--- src/rtl/led_seq_pkg.sv ---
// led_seq_pkg: shared types and constants for the LED sequencer.
// Holds the FSM state enum, ROM word field positions and widths.
package led_seq_pkg;

  localparam int ADDR_W       = 8;
  localparam int DATA_W       = 16;
  localparam int PAT_MSB      = 15;
  localparam int PAT_LSB      = 8;
  localparam int DUR_MSB      = 7;
  localparam int DUR_LSB      = 0;
  localparam int DEF_TICK_DIV = 100000;
  localparam int CNT_W        = 24;

  typedef enum logic [1:0] {
    ST_IDLE,
    ST_FETCH,
    ST_SHOW,
    ST_DONE
  } state_t;

  function automatic logic [7:0] pat_of(
    input logic [DATA_W-1:0] w
  );
    return w[PAT_MSB:PAT_LSB];
  endfunction

  function automatic logic [7:0] dur_of(
    input logic [DATA_W-1:0] w
  );
    return w[DUR_MSB:DUR_LSB];
  endfunction

endpackage

--- src/rtl/led_sequencer_prescaler.sv ---
// tick_prescaler: divides clk by TICK_DIV into a one-cycle tick.
// Ports: clk, reset (sync, active-high), clr (restart count), tick.
module tick_prescaler
  import led_seq_pkg::*;
#(
  parameter int TICK_DIV = DEF_TICK_DIV
) (
  input  logic clk,
  input  logic reset,
  input  logic clr,
  output logic tick
);

  localparam logic [CNT_W-1:0] LAST =
    CNT_W'(TICK_DIV - 1);

  logic [CNT_W-1:0] cnt;
  logic             wrap;

  assign wrap = (cnt == LAST);
  assign tick = wrap & ~clr;

  always_ff @(posedge clk) begin
    if (reset || clr) begin
      cnt <= '0;
    end else if (wrap) begin
      cnt <= '0;
    end else begin
      cnt <= cnt + CNT_W'(1);
    end
  end

endmodule

--- src/rtl/led_sequencer.sv ---
// led_sequencer: plays a ROM program of {pattern, duration} words
// onto leds. Ports: clk, reset, start, stop, addrRd/dataRd (ROM),
// leds, busy, done. Macro LED_SEQUENCER_LOOP_EN makes a non-zero
// address end marker loop back to address 0 instead of finishing.
module led_sequencer
  import led_seq_pkg::*;
#(
  parameter int TICK_DIV = DEF_TICK_DIV
) (
  input  logic              clk,
  input  logic              reset,
  input  logic              start,
  input  logic              stop,
  output logic [ADDR_W-1:0] addrRd,
  input  logic [DATA_W-1:0] dataRd,
  output logic [7:0]        leds,
  output logic              busy,
  output logic              done
);

`ifdef LED_SEQUENCER_LOOP_EN
  localparam bit LOOP_EN = 1'b1;
`else
  localparam bit LOOP_EN = 1'b0;
`endif

  state_t     state;
  state_t     state_nx;
  logic [7:0] dur_cnt;
  logic [7:0] pat;
  logic [7:0] dur;
  logic       tick;
  logic       clr;
  logic       is_marker;
  logic       loop_back;
  logic       end_run;
  logic       last_tick;

  assign pat       = pat_of(dataRd);
  assign dur       = dur_of(dataRd);
  assign is_marker = (dur == 8'd0);
  // A marker at address 0 would refetch itself forever, so it ends.
  assign loop_back = is_marker & LOOP_EN & (|addrRd);
  assign end_run   = is_marker & ~loop_back;
  assign last_tick = tick & (dur_cnt == 8'd1);

  tick_prescaler #(
    .TICK_DIV(TICK_DIV)
  ) u_presc (
    .clk  (clk),
    .reset(reset),
    .clr  (clr),
    .tick (tick)
  );

  always_ff @(posedge clk) begin
    if (reset) begin
      state <= ST_IDLE;
    end else begin
      state <= state_nx;
    end
  end

  always_comb begin
    state_nx = state;
    if (stop) begin
      state_nx = ST_IDLE;
    end else begin
      unique case (state)
        ST_IDLE, ST_DONE: begin
          if (start) state_nx = ST_FETCH;
        end
        ST_FETCH: begin
          unique case (1'b1)
            !is_marker: state_nx = ST_SHOW;
            loop_back:  state_nx = ST_FETCH;
            end_run:    state_nx = ST_DONE;
          endcase
        end
        ST_SHOW: begin
          if (last_tick) state_nx = ST_FETCH;
        end
        default: state_nx = ST_IDLE;
      endcase
    end
  end

  always_comb begin
    busy = 1'b0;
    done = 1'b0;
    clr  = 1'b1;
    unique case (state)
      ST_FETCH: busy = 1'b1;
      ST_SHOW: begin
        busy = 1'b1;
        clr  = 1'b0;
      end
      ST_DONE: done = 1'b1;
      default: ;
    endcase
  end

  // Datapath: leds only change on a fetch, a finish or an abort,
  // so the previous pattern stays up through FETCH.
  always_ff @(posedge clk) begin
    if (reset) begin
      addrRd  <= '0;
      leds    <= '0;
      dur_cnt <= '0;
    end else if (stop) begin
      leds    <= '0;
      dur_cnt <= '0;
    end else begin
      unique case (state)
        ST_IDLE, ST_DONE: begin
          if (start) addrRd <= '0;
        end
        ST_FETCH: begin
          unique case (1'b1)
            !is_marker: begin
              leds    <= pat;
              dur_cnt <= dur;
            end
            loop_back: addrRd <= '0;
            end_run:   leds   <= '0;
          endcase
        end
        ST_SHOW: begin
          if (tick) dur_cnt <= dur_cnt - 8'd1;
          if (last_tick) addrRd <= addrRd + 8'd1;
        end
        default: ;
      endcase
    end
  end

endmodule

--- config.mk ---
export PLATFORM = sky130hd
export DESIGN_NAME = led_sequencer
export DESIGN_NICKNAME = d
export VERILOG_FILES = /design/src/rtl/led_seq_pkg.sv /design/src/rtl/led_sequencer_prescaler.sv /design/src/rtl/led_sequencer.sv
export SDC_FILE = /design/constraint.sdc
export NUM_CORES = 1
export LEC_CHECK = 0
export CORE_MARGIN = 1.5
export CORE_UTILIZATION = 48
export DETAILED_ROUTE_END_ITERATION = 8
export DONT_BUFFER_PORTS = 1
export SLEW_MARGIN = 10
export SYNTH_ARGS = -nofsm -noshare
export SYNTH_HDL_FRONTEND = slang
export SYNTH_SLANG_ARGS = --single-unit
--- constraint.sdc ---
create_clock -name clk -period 6.6 [get_ports clk]
set_input_delay 0 -clock clk [delete_from_list [all_inputs] [get_ports clk]]
set_output_delay 0 -clock clk [all_outputs]
set_load 0.01 [all_outputs]
==> results.md, run 1 <==
* F_max at 0.3307 GHz
* Clock latency on the worst-skew pair at 0.31 ns
* HPWL Detailed at around 3600 um
* DRT Pass-1 Iters at 4
* Row cnt at 26
* Power, Total at 533.6 uW
* Starting density of the core at about half
* Total CTS buffers at 5
* Syn Inst Count at just over 300
* Post-Place Setup Slack at roughly 3.7 ns
* Met2 usage at a little under a third
* Fraction of layout cells with a size suffix above 1 at roughly 5.3%
* Input/output buffers at 0
* Vias in the first global route at around 1900
* Setup crit end kind: flop
* CTS sink cnt at 50
* Placed cell count at between 300 and 400
* Syn. warnings at 0
* Ys flop type: dfxtp_1
* Antenna diodes at 0
* WL final at 5391 um
* Routability cong. at approximately 0.85
* All-Layer GR Usage at just over 20%
* Nets at between 300 and 400
* First-pass GRT wire length at 8914 um
* Final hold slack at between 0.009 and 0.01 ns
* Final Max Slew Viols at 0
* Post-Syn Nets at between 300 and 400
* 1st-iter DRT viols at ~110
* CTS tree: built
* Clock Skews at 0.006610 ns
* Setup Crit Path Kind: flop to flop
* Antenna-violating nets left at 0
* Vias at 2152
* Post-route DRC at 0
* Type of element launching the critical path: flop
* Sequential share of the synthesized area at 39.49%
* Setup Viol. Count Final at 0
* Post-CTS Repair Setup Buffers at 0
* Total gr overflow at 0
* Final period util at 45.82%
* Io pins at 38
* DR WL/cell at about 14 um
* Most used routing layer: met2
* Data arrival, critical path at between 3 and 4 ns
* Slew @ Worst Pin at roughly 1.0 ns
* Final Hold Fails at 0
* Non-filler cells in the finished layout at 389
* CORE AREA at 5107 um^2
* Clock Pin Slew Worst Setup and Hold Paths at 0.10 ns
* Peak VDD IR at around 0.00013 V
* Setup WS post-layout at about 3.6 ns
* RSZ-0062 raised after global routing: no
* Post-synth EDFFs at 0
* Met3 Track Usage GR at ~5%
* Area of all placed cells without fillers at 2819 um^2
* Max capacitance violation total at 0
* Core Util, Final at between 50% and 60%
* Hold Path Class: primary input to flop
* LEAKAGE at between 0.9 and 1 nW
* Die Y at about 76 um
* Post_cts resized at 0
* Post-DP Area at ~2600 um^2
* Pwr dens at around 190 nW/um^2
* Antenna violations before repair at 0
* Drt via density at 5.532
* Setup_tns at 0 ns
* Die X at around 76 um
* Maximum buffer depth of the clock tree at 2
* Register bit total from synthesis at 50
* Slew Limit Headroom at 29.79%
* DIE AREA at 5726 um^2
* Synth Cell Area at 2535 um^2
* Area growth, synth to finish at 11.20%
* Root Buffer: clkbuf_8
* Synth cell types at 43
* Critical-path maximum fanout at 23
* Synth Area per Inst at 8.230 um^2
* Fin crit period at 3.024 ns
* Critical Path RT at 6.84 ns
* # hold bufs at CTS at 15
* Outcome: finished clean
* CTS H-tree depth at 2
* Met1 Use GR at 29.01%
* Largest net degree at the start of global routing at 24
* Async S/R FF share, synth at 0%
==> cell usage after synthesis, drive strengths merged, types with 2 or more instances <==
library cell   n  area [um^2]
xnor2         12        105.1
or4            5        37.54
buf            4        25.02
and3           6        37.54
or2            5        31.28
ha             7        87.58
nand4          8        50.05
a21oi         21        105.1
o31ai          4        30.03
o211ai         6        45.04
o2111ai        5        43.79
inv            9        33.78
xor2          11        96.34
nand2         23        86.33
or3            8        50.05
nor3           7        46.30
nor2          42        157.7
clkbuf         9        33.78
nor2b         10        62.56
and4           4        35.03
o311ai         3        26.28
o21ai          8        40.04
nor4           6        37.54
and2           2        12.51
nand3         15        80.08
dfxtp         50         1001
a31oi          7        43.79
==> state kept, by name, indices dropped and copies added, names as in the netlist <==
| register | cells |
|---|---|
| leds | 8 |
| addrRd | 8 |
| u_presc.cnt | 24 |
| state | 2 |
| dur_cnt | 8 |
==> logic make-up (layout without fill, tap and decap cells) <==
family / Yosys count / count (layout) / synth area share [%]
AOI/OAI and AO/OA: 58 / 58 / 14.56
DFF: 50 / 50 / 39.49
buffers and inverters: 23 / 34 / 3.800
muxes: 1 / 1 / 0.3949
and+or+nand+nor: 146 / 146 / 30.36
adders and majority gates: 7 / 7 / 3.455
xor gates and xnor gates: 23 / 23 / 7.947
==> power breakdown <==
part	internal [mW]	switching (mW)
combinational	0.0154	0.0199
sequential	0.304	0.00270
clock	0.0787	0.113
==> critical path, stage by stage (launching register included) <==
cell and delay [ns]:
dfxtp_1 0.35, inv_1 0.06, ha_1 0.61, clkinv_1 0.43, a21oi_1 0.62, nand2_1 0.63
nor2_1 0.24
==> cell usage in the layout, fill, tap and decap left out, types with 5 or more instances in the layout <==
master / count
a31oi_1: 7
nand4_1: 8
dfxtp_1: 50
o21ai_0: 8
clkbuf_8: 5
inv_1: 9
o2111ai_1: 5
nand2_1: 23
o211ai_1: 6
ha_1: 7
nor3_1: 6
nor2b_1: 10
nor4_1: 6
a21oi_1: 21
or4_1: 5
nor2_1: 42
and3_1: 6
xor2_1: 11
nand3_1: 14
or3_1: 8
dlygate4sd3_1: 15
xnor2_1: 12
==> worst paths after layout <==
check,slack (ns),depth (start not counted),startpoint,to
min,0.009,2,start,state[1]$_SDFFE_PP0P_
min reg2reg,0.45,1,u_presc.cnt[0]$_SDFF_PP0_,u_presc.cnt[0]$_SDFF_PP0_
max reg2reg,3.58,6,state[0]$_SDFFE_PP0P_,u_presc.cnt[7]$_SDFF_PP0_
max,3.58,6,state[0]$_SDFFE_PP0P_,u_presc.cnt[7]$_SDFF_PP0_
==> layout make-up <==
type | count | area, um^2
Tap cell | 70 | 87.58
Fill cell | 513 | 2288
Clock inverter | 3 | 28.78
Sequential cell | 50 | 1001
Clock buffer | 5 | 68.82
Timing Repair Buffer | 16 | 157.7
Inverter | 10 | 37.54
Multi-Input combinational cell | 235 | 1438
==> per-layer routing <==
| metal | part of all wire [%] | up-vias |
|---|---|---|
| li1 | - | 1121 |
| met3 | 4.7 | 7 |
| met1 | 51 | 979 |
| met2 | 43 | 45 |
| met4 | 1.4 | 0 |
| met5 | 0 | - |
(Power assumes the default switching activity.)
==> inputs of run 2 (changes only) <==
--- a/config.mk
+++ b/config.mk
@@ -5,10 +5,12 @@
 export SDC_FILE = /design/constraint.sdc
 export NUM_CORES = 1
 export LEC_CHECK = 0
+export ABC_AREA = 1
 export CORE_MARGIN = 1.5
 export CORE_UTILIZATION = 48
 export DETAILED_ROUTE_END_ITERATION = 8
 export DONT_BUFFER_PORTS = 1
+export PLACE_DENSITY = 0.65
 export SLEW_MARGIN = 10
 export SYNTH_ARGS = -nofsm -noshare
 export SYNTH_HDL_FRONTEND = slang
==> constraint.sdc (replaced) <==
create_clock -name clk -period 2.55 [get_ports clk]
set_input_delay 0 -clock clk [delete_from_list [all_inputs] [get_ports clk]]
set_output_delay 0 -clock clk [all_outputs]
set_load 0.01 [all_outputs]
==> run 2 against run 1 <==
Against the previous run: die area rose by 8.8%; wire length increased by 21%; worst setup slack got worse by 3.1 ns; sequential share of layout area shrank 3.5 points; first-iteration DRC count increased by 51%; flip-flop and latch count is the same; sequential power grew to 2.7 times the previous value; clock skew is 0.0019 ns lower; critical path depth decreased by 2; global-route usage grew 1.4 points; highest routed layer unchanged.
==> results.md, run 2 <==
* Post-Place Setup Slack at about 0.5 ns
* Mux contribution to synthesized area at 0%
* Antenna diodes at 0
* F_max at approximately 0.49 GHz
* Final period util at 80.26%
* Syn Inst Count at ~420
* Min-delay src: stop
* Most frequent cell after synthesis: nand2_1
* Total CTS buffers at 5
* Type of element launching the critical path: flop
* Critical path's slowest cell: ha_1
* Synth Area per Inst at roughly 6.7 um^2
* Area growth, synth to finish at 12.88%
* CORE AREA at approximately 5500 um^2
* Synth Area in Compound Gates at between 10% and 20%
* RR Endpoint: u_presc.cnt[6]$_SDFF_PP0_
* Most frequent cells in the layout: 107 x nand2_1, 59 x nor2_1, 50 x dfxtp_1
* Outcome: finished clean
* Starting density of the core at 49.95%
* Met3 Track Usage GR at approximately 4.7%
* Nets at between 400 and 500
* Share of the synthesized area in the top cell type at 36.17%
* Async S/R FF share, synth at 0%
* Antenna violations before repair at 0
* Critical path's largest stage delay at 0.56 ns
* Max reg flops at 24
* R2r worst-path depth at 4
* DR WL/cell at ~13 um
* Commonest non-fill, non-tap cell in the layout: nand2_1
* CP Buf/Inv Count at 1
* Largest net degree at the start of global routing at 17
* CTS sink cnt at 50
* DRT Pass-1 Iters at 5
* Antenna-violating nets left at 0
* Peak VDD IR at between 0.0002 and 0.0003 V
* Synth cell count leaders: 107 x nand2_1, 59 x nor2_1, 50 x dfxtp_1
* Critical-path maximum fanout at 14
* Row cnt at 27
* CP delay by family, top: simple AND/OR/NAND/NOR gates
* Die Y at roughly 79 um
* Adder-cell share of the synthesized area at under 10%
* Hold EP: addrRd[4]$_SDFFE_PP0P_
* Clock Skews at about 0.0047 ns
* All-Layer GR Usage at 21.87%
* Drt via density at 5.318
* WL final at ~6500 um
* Final Hold Fails at 0
* Post-route DRC at 0
* Setup_tns at 0 ns
* Post-Synth XOR/XNOR Area at ~1.9%
* Post-DP Area at 2831 um^2
* Data arrival, critical path at approximately 2.3 ns
* Input/output buffers at 0
* CP Cell Sequence: ha_1 > nand3_1 > buf_4 > nor3b_1
* Met1 Use GR at between 20% and 30%
* HPWL Detailed at between 4000 and 5000 um
* Fraction of layout cells with a size suffix above 1 at 6.621%
* Final hold slack at between 0.03 and 0.04 ns
* Met2 usage at 36.03%
* Layout filler cell count at 550
* Fin crit period at slightly above 2 ns
* Final Max Slew Viols at 0
* Post-CTS Repair Setup Buffers at 0
* Synth area leaders: dfxtp_1 36%, nand2_1 15%, nor2_1 8.0%, a21oi_1 6.3%, inv_1 6.2%
* Setup Viol. Count Final at 0
* Register bit total from synthesis at 50
* Post-Syn Nets at between 400 and 500
* Die X at 78.94 um
* Setup crit end kind: flop
* Setup WS post-layout at about 0.5 ns
* Post-synth EDFFs at 0
* Post-synth top area cell: dfxtp_1
* Largest family of logic cells by synthesized area: simple AND/OR/NAND/NOR gates
* CTS H-tree depth at 2
* Slew @ Worst Pin at around 0.6 ns
* Hold Path Class: primary input to flop
* LEAKAGE at around 1.2 nW
* Vias at roughly 2700
* Reg2Reg Setup Slack at about 0.50 ns
* Core Util, Final at a little under three fifths
* Post_cts resized at 0
* Clock Pin Slew Worst Setup and Hold Paths at roughly 0.090 ns
* Critical Path RT at 2.78 ns
* Synth cell types at 32
* Ys flop type: dfxtp_1
* Most used routing layer: met2
* Area of all placed cells without fillers at 3124 um^2
* Slew Limit Headroom at between 60% and 70%
* # hold bufs at CTS at 18
* Clock latency on the worst-skew pair at approximately 0.30 ns
* WHS Path Cells at 3
* RSZ-0062 raised after global routing: no
* 1st-iter DRT viols at between 150 and 200
* Sequential share of the synthesized area at 36.17%
* Post-Synth Simple-Gate Area at 40.46%
* Root Buffer: clkbuf_8
* Max capacitance violation total at 0
* CTS tree: built
* Maximum buffer depth of the clock tree at 2
* Worst r2r src: state[1]$_SDFFE_PP0P_
* Vias in the first global route at ~2500
* Setup Crit Path Kind: flop to flop
* Reg with most FFs: u_presc.cnt
* First-pass GRT wire length at ~11000 um
* Synth Cell Area at approximately 2800 um^2
* Total gr overflow at 0
* Syn. warnings at 0
* DIE AREA at 6231 um^2
* Routability cong. at about 0.85
* Io pins at 38
* Pwr dens at ~490 nW/um^2
-- run 2: cell count changes in the layout (fill, tap and decap cells not counted), moves of 8 or more --
cell and change:
or3_1 -8, inv_1 +37, nand4_1 +13, xnor2_1 -10
nor2_1 +17, nor2b_1 -10, nand2_1 +84, nand3_1 +9
a21oi_1 +14
-- run 2: worst max path at each step --
stage	startpoint	cells past startpoint	slack (ns)	endpoint
2_1_floorplan	state[0]$_SDFFE_PP0P_	8	1.01	addrRd[0]$_SDFFE_PP0P_
3_3_place_gp	state[0]$_SDFFE_PP0P_	5	0.62	u_presc.cnt[6]$_SDFF_PP0_
3_5_place_dp	state[1]$_SDFFE_PP0P_	4	0.51	u_presc.cnt[6]$_SDFF_PP0_
4_1_cts	state[1]$_SDFFE_PP0P_	4	0.46	u_presc.cnt[6]$_SDFF_PP0_
5_1_grt	state[1]$_SDFFE_PP0P_	4	0.31	u_presc.cnt[6]$_SDFF_PP0_
6_report	state[1]$_SDFFE_PP0P_	4	0.50	u_presc.cnt[6]$_SDFF_PP0_
-- run 2: area by class of cell --
class,count,area (um^2),share of cell area (%)
sequential,50,1001,32.04
timing repair buffer,20,195.2,6.247
inverter,48,180.2,5.767
clock buffer,5,68.82,2.203
tap,72,90.09,2.883
clock inverter,3,43.79,1.402
multi-input combinational,312,1545,49.46
-- run 2: routing by layer --
layer  up-vias  part of all wire [%]
met3         6                   6.5
met2        96                    44
met1      1219                    48
li1       1391                     -
met5         -                     0
met4         0                  0.87
-- run 2: logic make-up (layout without fill, tap and decap cells) --
kind of cell / count (synthesis) / count (layout)
xor gates and xnor gates: 6 / 6
AOI/OAI and AO/OA: 54 / 54
buffers and inverters: 54 / 76
adders and majority gates: 7 / 7
DFF: 50 / 50
and+or+nand+nor: 245 / 245
-- run 2: worst register-to-register path: stages (launching register included) --
cell	delay (ns)
dfxtp_1	0.39
ha_1	0.56
nand3_1	0.49
buf_4	0.34
nor3b_1	0.19
-- run 2: power by group --
part / leakage, nW / switching (mW) / internal, mW
logic: 0.693 / 0.0839 / 0.0564
registers: 0.404 / 0.0200 / 0.794
clock network: 0.0585 / 0.274 / 0.294
-- run 2: stage by stage --
stage / total power [mW] / std cells
final: 1.523 / 510
after global routing: 1.594 / 510
after CTS: 1.544 / 510
after detailed placement: 0.9475 / 484
after global placement: 0.9467 / 484
after floorplan: 0.9225 / 416
